==> src/rtl/spi_reg_pkg.sv <==
// Shared constants, FSM encoding and frame packing for the SPI register master.
package spi_reg_pkg;

    localparam int FRAME_BITS = 16;
    localparam int RW_BIT     = 15;
    localparam int ADDR_W     = 7;
    localparam int DATA_W     = 8;

    typedef enum logic [2:0] {
        ST_IDLE  = 3'd0,
        ST_SETUP = 3'd1,
        ST_SHIFT = 3'd2,
        ST_HOLD  = 3'd3,
        ST_GAP   = 3'd4
    } state_e;

    // Reads carry a zero data byte so the slave never sees stale write data.
    function automatic logic [FRAME_BITS-1:0] build_frame(
        input logic              rw,
        input logic [ADDR_W-1:0] addr,
        input logic [DATA_W-1:0] wdata
    );
        return {rw, addr, (rw ? {DATA_W{1'b0}} : wdata)};
    endfunction

endpackage

==> src/rtl/spi_sck_tick.sv <==
// Half-period timer: strobes half_end on the last clk cycle of every CLK_DIV-cycle window.
module spi_sck_tick #(
    parameter int CLK_DIV = 4
) (
    input  logic clk,
    input  logic rst,
    input  logic clear,
    output logic half_end
);

    localparam int CNT_W = (CLK_DIV > 1) ? $clog2(CLK_DIV) : 1;

    logic [CNT_W-1:0] cnt_r;

    assign half_end = (cnt_r == CNT_W'(CLK_DIV - 1));

    // Free-running modulo-CLK_DIV count, held at zero while the FSM is not framing.
    always_ff @(posedge clk or posedge rst) begin
        if (rst) begin
            cnt_r <= {CNT_W{1'b0}};
        end else if (clear || half_end) begin
            cnt_r <= {CNT_W{1'b0}};
        end else begin
            cnt_r <= cnt_r + CNT_W'(1);
        end
    end

endmodule

==> src/rtl/spi_reg_master.sv <==
// SPI mode-0 master issuing 16-bit {rw, addr, data} register frames; captures the second byte.
module spi_reg_master
    import spi_reg_pkg::*;
#(
    parameter int CLK_DIV = 4,
    parameter int CS_GAP  = 8
) (
    input  logic              clk,
    input  logic              rst,
    input  logic              cmd_valid,
    output logic              cmd_ready,
    input  logic              cmd_rw,
    input  logic [ADDR_W-1:0] cmd_addr,
    input  logic [DATA_W-1:0] cmd_wdata,
    output logic              rsp_valid,
    output logic [DATA_W-1:0] rsp_rdata,
    output logic              busy,
    output logic              spi_sck,
    output logic              spi_mosi,
    input  logic              spi_miso,
    output logic              spi_nss
);

    localparam int GAP_W = (CS_GAP > 1) ? $clog2(CS_GAP) : 1;

    state_e                  state_r, state_s;
    // tx holds only the bits not yet placed on MOSI; bit 15 goes straight to spi_mosi.
    logic [FRAME_BITS-2:0]   tx_r, tx_s;
    // Only the last 8 captured bits matter, so rx keeps a byte.
    logic [DATA_W-1:0]       rx_r, rx_s;
    logic [3:0]              bit_cnt_r, bit_cnt_s;
    logic [GAP_W-1:0]        gap_cnt_r, gap_cnt_s;
    logic [FRAME_BITS-1:0]   frame_s;
    logic                    cmd_ready_s, rsp_valid_s, busy_s;
    logic                    sck_s, mosi_s, nss_s;
    logic [DATA_W-1:0]       rsp_rdata_s;
    logic                    half_end_s, tick_clear_s;

    assign frame_s      = build_frame(cmd_rw, cmd_addr, cmd_wdata);
    assign tick_clear_s = (state_r == ST_IDLE) || (state_r == ST_GAP);

    spi_sck_tick #(
        .CLK_DIV (CLK_DIV)
    ) u_tick (
        .clk      (clk),
        .rst      (rst),
        .clear    (tick_clear_s),
        .half_end (half_end_s)
    );

    // State register.
    always_ff @(posedge clk or posedge rst) begin
        if (rst) begin
            state_r <= ST_IDLE;
        end else begin
            state_r <= state_s;
        end
    end

    // Next-state, shift-register and next-output decisions.
    always_comb begin
        state_s     = state_r;
        tx_s        = tx_r;
        rx_s        = rx_r;
        bit_cnt_s   = bit_cnt_r;
        gap_cnt_s   = gap_cnt_r;
        cmd_ready_s = cmd_ready;
        rsp_valid_s = 1'b0;
        rsp_rdata_s = rsp_rdata;
        busy_s      = busy;
        sck_s       = spi_sck;
        mosi_s      = spi_mosi;
        nss_s       = spi_nss;

        case (state_r)
            ST_IDLE: begin
                cmd_ready_s = 1'b1;
                if (cmd_valid && cmd_ready) begin
                    tx_s        = frame_s[FRAME_BITS-2:0];
                    mosi_s      = frame_s[RW_BIT];
                    rx_s        = {DATA_W{1'b0}};
                    bit_cnt_s   = 4'd0;
                    cmd_ready_s = 1'b0;
                    busy_s      = 1'b1;
                    nss_s       = 1'b0;
                    sck_s       = 1'b0;
                    state_s     = ST_SETUP;
                end else begin
                    state_s = ST_IDLE;
                end
            end

            ST_SETUP: begin
                if (half_end_s) begin
                    sck_s   = 1'b1;
                    state_s = ST_SHIFT;
                end else begin
                    state_s = ST_SETUP;
                end
            end

            ST_SHIFT: begin
                if (half_end_s) begin
                    if (spi_sck) begin
                        // Last cycle of the high phase: capture MISO, then fall.
                        rx_s  = {rx_r[DATA_W-2:0], spi_miso};
                        sck_s = 1'b0;
                        if (bit_cnt_r != 4'd15) begin
                            mosi_s = tx_r[FRAME_BITS-2];
                            tx_s   = {tx_r[FRAME_BITS-3:0], 1'b0};
                        end else begin
                            tx_s = tx_r;
                        end
                    end else begin
                        if (bit_cnt_r == 4'd15) begin
                            state_s = ST_HOLD;
                        end else begin
                            bit_cnt_s = bit_cnt_r + 4'd1;
                            sck_s     = 1'b1;
                        end
                    end
                end else begin
                    state_s = ST_SHIFT;
                end
            end

            ST_HOLD: begin
                if (half_end_s) begin
                    nss_s       = 1'b1;
                    mosi_s      = 1'b0;
                    rsp_valid_s = 1'b1;
                    rsp_rdata_s = rx_r;
                    gap_cnt_s   = {GAP_W{1'b0}};
                    state_s     = ST_GAP;
                end else begin
                    state_s = ST_HOLD;
                end
            end

            ST_GAP: begin
                if (gap_cnt_r == GAP_W'(CS_GAP - 1)) begin
                    cmd_ready_s = 1'b1;
                    busy_s      = 1'b0;
                    state_s     = ST_IDLE;
                end else begin
                    gap_cnt_s = gap_cnt_r + GAP_W'(1);
                end
            end

            default: begin
                state_s = ST_IDLE;
            end
        endcase
    end

    // Datapath registers and every block output.
    always_ff @(posedge clk or posedge rst) begin
        if (rst) begin
            tx_r      <= {(FRAME_BITS-1){1'b0}};
            rx_r      <= {DATA_W{1'b0}};
            bit_cnt_r <= 4'd0;
            gap_cnt_r <= {GAP_W{1'b0}};
            cmd_ready <= 1'b0;
            rsp_valid <= 1'b0;
            rsp_rdata <= {DATA_W{1'b0}};
            busy      <= 1'b0;
            spi_sck   <= 1'b0;
            spi_mosi  <= 1'b0;
            spi_nss   <= 1'b1;
        end else begin
            tx_r      <= tx_s;
            rx_r      <= rx_s;
            bit_cnt_r <= bit_cnt_s;
            gap_cnt_r <= gap_cnt_s;
            cmd_ready <= cmd_ready_s;
            rsp_valid <= rsp_valid_s;
            rsp_rdata <= rsp_rdata_s;
            busy      <= busy_s;
            spi_sck   <= sck_s;
            spi_mosi  <= mosi_s;
            spi_nss   <= nss_s;
        end
    end

endmodule
==> config.mk <==
export PLATFORM = sky130hd
export DESIGN_NAME = spi_reg_master
export DESIGN_NICKNAME = d
export VERILOG_FILES = /design/src/rtl/spi_reg_pkg.sv /design/src/rtl/spi_sck_tick.sv /design/src/rtl/spi_reg_master.sv
export SDC_FILE = /design/constraint.sdc
export NUM_CORES = 1
export LEC_CHECK = 0
export ABC_CLOCK_PERIOD_IN_PS = 1800
export CAP_MARGIN = 20
export CORE_MARGIN = 2
export CORE_UTILIZATION = 25
export DETAILED_ROUTE_END_ITERATION = 10
export HOLD_SLACK_MARGIN = 0.06
export MAX_ROUTING_LAYER = met4
export PLACE_DENSITY = 0.42
export SLEW_MARGIN = 30
export SYNTH_ARGS = -nofsm -noshare
export SYNTH_HDL_FRONTEND = slang
export SYNTH_SLANG_ARGS = --single-unit
==> constraint.sdc <==
create_clock -name clk -period 1.8 [get_ports clk]
set_input_delay 0.18 -clock clk [delete_from_list [all_inputs] [get_ports clk]]
set_output_delay 0.18 -clock clk [all_outputs]
set_load 0.1 [all_outputs]
==> qor.csv, run 1 <==
stage,metric,value,unit
detailed_routing,Post-Route WL,4950,um
synth,"Cell Area, Synth",0.00232,sq mm
setup_path,WP data arrival,1900,ps
global_routing,global-route usage over all layers,10.8,%
clock_network,H-tree depth,2,
setup_path,Worst Path Buf+Inv,0,
detailed_routing,post-route ant nets,0,
pwr,Peak VDD IR,445,uV
global_routing,initial antenna violation count,0,
timing,Fin Hold WS,223,ps
synth,synth warn,0,
setup_path,CP max-delay cell,dfrtp_1,
die,die height,100,um
setup_path,Crit Path Max Fanout,6,
timing,Slew Limit Fails,0,
synth,"Seq/Total Area, Yosys",52.8,%
timing,TNS Setup,0,ps
synth,cell count after synthesis,225,
timing,Setup WS post-layout,89.5,ps
placed_design,Area after DPL,0.00285,sq mm
placed_design,HPWL after detailed placement,3420,um
die,Floorplan Core Area,0.00911,sq mm
pwr,leakage,1.32,nW
detailed_routing,DR vias/cell,4.45,
timing,Slew HR,72.9,%
detailed_routing,DRC,0,
clock_network,clk root buf,clkbuf_8,
detailed_routing,DR pass1 iterations,4,
timing,final period utilization,95.0,%
timing,Hold Fails Final Rpt,0,
setup_path,Crit Reg-Reg Startpoint,bit_cnt_r[0],
finish,fillers,966,
die,Die X,100,um
die,Initial Utilization,25.5,%
die,# rows,35,
min_path,Hold WC Path Type,in -> async,
timing,final number of setup-violating endpoints,0,
clock_network,clock slew at reported path FFs,90,ps
clock_network,worst skew pair latency,300,ps
global_routing,pin count of the biggest net entering global routing,50,
die,die area,0.0101,sq mm
placed_design,dpl ws,27.2,ps
flow_run,Max Cap Viol,0,
synth,Syn Nets,250,
die,Ports,34,
detailed_routing,DRT iter0 DRCs,41,
finish,nets@finish,292,
setup_path,Setup crit end kind,flip-flop,
setup_path,CP Cell Sequence,ha_1 -> and3_1 -> and3b_2 -> nor2_1 -> a221o_1,
clock_network,Max clock buf depth,2,
synth,Syn Area/Cell,10.3,sq um
finish,fraction of final layout cells sized beyond drive strength 1,23.1,%
outcome,outcome,completed,
placed_design,GP Congestion,0.755,
timing,FMAX,0.585,GHz
timing,minimum clock period,1710,ps
global_routing,GRT Residual Overflow,0,
finish,cell area after layout,0.00294,sq mm
clock_network,CTS sink count,49,
setup_path,Crit path max-delay family,simple AND/OR/NAND/NOR gates,
detailed_routing,vias,1687,
setup_path,Reg2Reg Capture Point,bit_cnt_r[3],
global_routing,vias in the first global route,1671,
clock_network,CTS tree,yes,
setup_path,Worst R2R Setup Slack,90,ps
pwr,Pwr Density,1410,mW/mm^2
finish,P&R area growth vs syn,26.4,%
setup_path,crit-path max cell delay,410,ps
setup_path,"Req. time, crit path",1990,ps
finish,Antenna Cells,0,
timing,unrepaired setup endpoints after global routing,false,
setup_path,FF-to-FF path depth,5,
timing,Final Skew,5.07,ps
setup_path,critical path type,reg -> reg,
finish,final core occ,32.3,%
clock_network,TritonCTS Buffers,5,
timing,Slew @ Worst Pin,404,ps
setup_path,CP Launch Type,flip-flop,
placed_design,PortBufs,33,
detailed_routing,Avg WL per Cell,13.1,um
synth,synth unique cells,34,
global_routing,first-pass GRT wire length,8450,um
finish,"commonest non-fill, non-tap cells in the layout","46 x nand2_1, 46 x dfrtp_1, 26 x buf_4",
synth,post-synthesis register bit count,49,
==> repair_timing <==
action | 4_1_cts | 5_1_grt
endpoints found under the setup margin | 0 | 9
setup buffers | 0 | 0
resized for setup | 0 | 2
hold buffers | 0 | 0
==> stage by stage <==
step,cells,power [mW]
after floorplan,225,2.96
after global placement,371,3.51
after detailed placement,371,3.53
after CTS,379,4.19
after global routing,379,4.44
final,379,4.13
==> power by group <==
group          internal (mW)  switching, mW  total [mW]
clock network          0.276          0.368       0.644
registers               1.43          0.246        1.67
logic                  0.709           1.11        1.81
==> flip-flops by register name, summed over array words and instances (netlist names) <==
register	count
spi_sck	1
u_tick.cnt_r	2
spi_nss	1
rx_r	8
tx_r	15
rsp_rdata	8
state_r	3
rsp_valid	1
gap_cnt_r	3
spi_mosi	1
bit_cnt_r	4
cmd_ready	1
busy	1
==> routing by layer <==
metal,GRT usage [%],share of wire (%),vias to the layer above
li1,-,-,869
met1,15.0,51,791
met2,15.8,46,23
met3,2.09,2.4,4
met4,3.79,1.1,0
met5,-,0,-
==> worst max-delay path by stage <==
stage,start,depth (start not counted),slack [ps],to
final,bit_cnt_r[0],5,90,bit_cnt_r[3]
after floorplan,spi_sck,4,80,tx_r[0]
after global routing,gap_cnt_r[0],6,3,gap_cnt_r[0]
after detailed placement,cmd_valid,5,30,tx_r[6]
after CTS,bit_cnt_r[0],5,40,bit_cnt_r[3]
after global placement,cmd_valid,5,50,tx_r[0]
==> cells in the mapped netlist <==
master	count	share of area [%]
a211oi_1	1	0.32
a21oi_1	12	2.6
a221o_1	1	0.43
a22o_1	1	0.38
a311oi_1	1	0.38
a31oi_1	9	2.4
and2_1	1	0.27
and3_1	2	0.54
and3b_1	3	1.1
buf_2	8	1.7
buf_4	1	0.32
clkbuf_1	4	0.65
dfrtp_1	48	52
dfstp_2	1	1.1
ha_1	5	2.7
inv_1	5	0.81
mux2_2	17	8.2
mux2i_1	10	4.3
nand2_1	47	7.6
nand2b_1	4	1.1
nand3_1	6	1.3
nor2_1	4	0.65
nor2_2	1	0.27
nor2b_1	1	0.27
nor3_1	3	0.65
nor3b_1	2	0.65
nor3b_4	1	0.81
nor4_2	1	0.54
o211ai_1	2	0.65
o21ai_0	18	3.9
o22ai_1	1	0.27
o22ai_2	1	0.54
o31ai_1	2	0.65
or3_1	1	0.27
==> logic make-up after synthesis <==
kind of cell               Yosys count  synth area share (%)
and+or+nand+nor                     77                  16.0
AOI/OAI and AO/OA                   49                  12.5
DFF                                 49                  52.8
muxes                               27                  12.5
buffers and inverters               18                  3.50
adders and majority gates            5                  2.69
==> layout make-up <==
cell class	instances	area (sq um)	area share (%)
Sequential cell	49	1230	41.9
Timing Repair Buffer	48	445	15.2
Clock buffer	7	76.3	2.60
Multi-Input combinational cell	158	1020	34.7
Clock inverter	1	7.51	0.255
Inverter	5	18.8	0.639
Tap cell	111	139	4.73
==> worst reg2reg max path, delay by kind of cell (launching register included) <==
| family | cells | cell delay [ps] |
|---|---|---|
| DFF | 1 | 410 |
| adders and majority gates | 1 | 230 |
| AOI/OAI and AO/OA | 1 | 350 |
| and+or+nand+nor | 3 | 620 |
(Power assumes the default switching activity.)
==> run 2, diff against run 1 <==
Settings changed: CORE_ASPECT_RATIO from default to 0.5.
==> run 2 against run 1 <==
Effect of this change: sequential cell count unchanged; final area grew 3.7%; utilization grew 2.1 points; first-iteration DRC count is 110% higher; sequential share of layout area down 1.5 points; via count up 2.1%; non-clock buffer count unchanged; sequential power hardly changed; clock power is 69% higher; wire length is 1.5% higher; register-to-register slack barely moved; power increased by 10%; critical path type unchanged.
==> qor.csv, run 2 (same netlist as run 1, synthesis figures left out) <==
stage,metric,value,unit
pwr,Peak VDD IR,411,uV
die,Ports,34,
global_routing,global-route usage over all layers,11.0,%
detailed_routing,post-route ant nets,0,
global_routing,first-pass GRT wire length,8560,um
setup_path,WP data arrival,1880,ps
clock_network,clock slew at reported path FFs,60,ps
placed_design,dpl ws,8.43,ps
setup_path,Crit Path Max Fanout,4,
pwr,Final Total Pwr,4.56,mW
pwr,Pint,2.82,mW
finish,final core occ,34.4,%
finish,"commonest non-fill, non-tap cells in the layout","46 x nand2_1, 46 x dfrtp_1, 25 x buf_4",
timing,Setup WS post-layout,92.3,ps
finish,nets@finish,292,
pwr,sw power,1.74,mW
timing,Slew @ Worst Pin,376,ps
setup_path,CP Cell Sequence,ha_1 -> and3_1 -> and3b_1 -> nor2_1 -> a221o_1,
detailed_routing,DRC,0,
setup_path,CP max-delay cell,dfrtp_1,
finish,P&R area growth vs syn,31.1,%
clock_network,CTS sink count,49,
setup_path,CP Launch Type,flip-flop,
detailed_routing,max layer used,met4,
detailed_routing,vias,1722,
pwr,Clock Power Share,23.9,%
finish,max reg flops,15,
timing,Slew Limit Fails,0,
global_routing,vias in the first global route,1706,
pwr,leakage,1.38,nW
setup_path,critical path type,reg -> reg,
die,die height,72.2,um
placed_design,Area after DPL,0.00287,sq mm
detailed_routing,met3 wire length,210,um
die,Die X,140,um
clock_network,TritonCTS Buffers,5,
detailed_routing,Met1 Routed Length,2540,um
global_routing,initial antenna violation count,0,
clock_network,Max clock buf depth,2,
finish,cell area after layout,0.00305,sq mm
placed_design,placed cells,377,
global_routing,pin count of the biggest net entering global routing,38,
timing,Hold Fails Final Rpt,0,
detailed_routing,DRT iter0 DRCs,87,
die,Initial Utilization,26.2,%
pwr,Comb pwr share,39.8,%
timing,minimum clock period,1710,ps
finish,Antenna Cells,0,
pwr,switching share of power,38.2,%
clock_network,worst skew pair latency,290,ps
detailed_routing,Met2 Routed Length,2210,um
finish,Finished Layout Cells,385,
clock_network,CTS tree,yes,
timing,Final Skew,3.30,ps
timing,Slew HR,74.9,%
detailed_routing,DR pass1 iterations,4,
die,# rows,24,
outcome,outcome,completed,
pwr,Sequential Power Share,36.3,%
timing,final period utilization,94.9,%
timing,FMAX,0.586,GHz
setup_path,Setup crit end kind,flip-flop,
placed_design,PortBufs,33,
timing,final number of setup-violating endpoints,0,
die,die area,0.0101,sq mm
clock_network,H-tree depth,2,
die,Floorplan Core Area,0.00886,sq mm
global_routing,GRT Residual Overflow,0,
setup_path,"Req. time, crit path",1970,ps
finish,most flop-heavy register,tx_r,
detailed_routing,Avg WL per Cell,13.0,um
clock_network,hold_buf cts,0,
timing,unrepaired setup endpoints after global routing,false,
detailed_routing,DR vias/cell,4.47,
placed_design,GP Congestion,0.813,
clock_network,clk root buf,clkbuf_16,
timing,Fin Hold WS,178,ps
finish,top flop regs,"tx_r x15, rsp_rdata x8, rx_r x8",
timing,TNS Setup,0,ps
min_path,Hold WC Path Type,in -> async,
detailed_routing,Post-Route WL,5020,um
setup_path,crit-path max cell delay,400,ps
pwr,Pwr Density,1500,mW/mm^2
placed_design,HPWL after detailed placement,3600,um
flow_run,Max Cap Viol,0,
finish,fraction of final layout cells sized beyond drive strength 1,23.1,%
-- run 2: final timing paths --
path                       slack, ps               to             from  cells after the start
max in group asynchronous       1070          spi_nss              rst                      3
max reg2reg                       90     bit_cnt_r[3]     bit_cnt_r[0]                      5
min                              180          tx_r[3]              rst                      2
min reg2reg                      480  u_tick.cnt_r[0]  u_tick.cnt_r[0]                      1
min in group clk                 450          rx_r[0]         spi_miso                      3
max                               90     bit_cnt_r[3]     bit_cnt_r[0]                      5
-- run 2: layout make-up --
class                   instances  area [sq um]
fillers                       901          5810
flip-flops and latches         49          1230
multi-input cells             158          1020
repair buffers                 48           458
well taps                     117           146
clock buffers                   7           143
clock inverters                 1          30.0
inverters                       5          18.8
-- run 2: routing by layer --
layer / GRT usage [%] / vias to the layer above
met5: - / -
met4: 3.37 / 0
met3: 3.04 / 7
met2: 16.7 / 34
met1: 14.5 / 813
li1: - / 868
-- run 2: worst max-delay path, delay by kind of cell, from the launching register on --
kind,cells,cell delay (ps)
AND/OR/NAND/NOR,3,610
adder cells (fa/ha/maj),1,230
AO/OA/AOI/OAI,1,350
flip-flops,1,400
-- run 2: power groups by stage --
stage                     Clock, mW  Sequential, mW  Combinational, mW
after detailed placement          0            1.67               1.82
final                          1.09            1.66               1.81
after floorplan                   0            1.99              0.969
after global placement            0            1.66               1.80
after global routing           1.18            1.70               1.98
after CTS                      1.13            1.66               1.83
-- run 2: timing repair --
item | in CTS | in global routing
resized for setup | 0 | 1
endpoints found under the setup margin | 0 | 8
buffers inserted | 0 | 0
==> run 3, diff against run 2 <==
Settings changed: GPL_TIMING_DRIVEN from default to 1.
==> results of run 3 <==
Same layout as run 2: the final DEF is identical, and so are final timing and power.
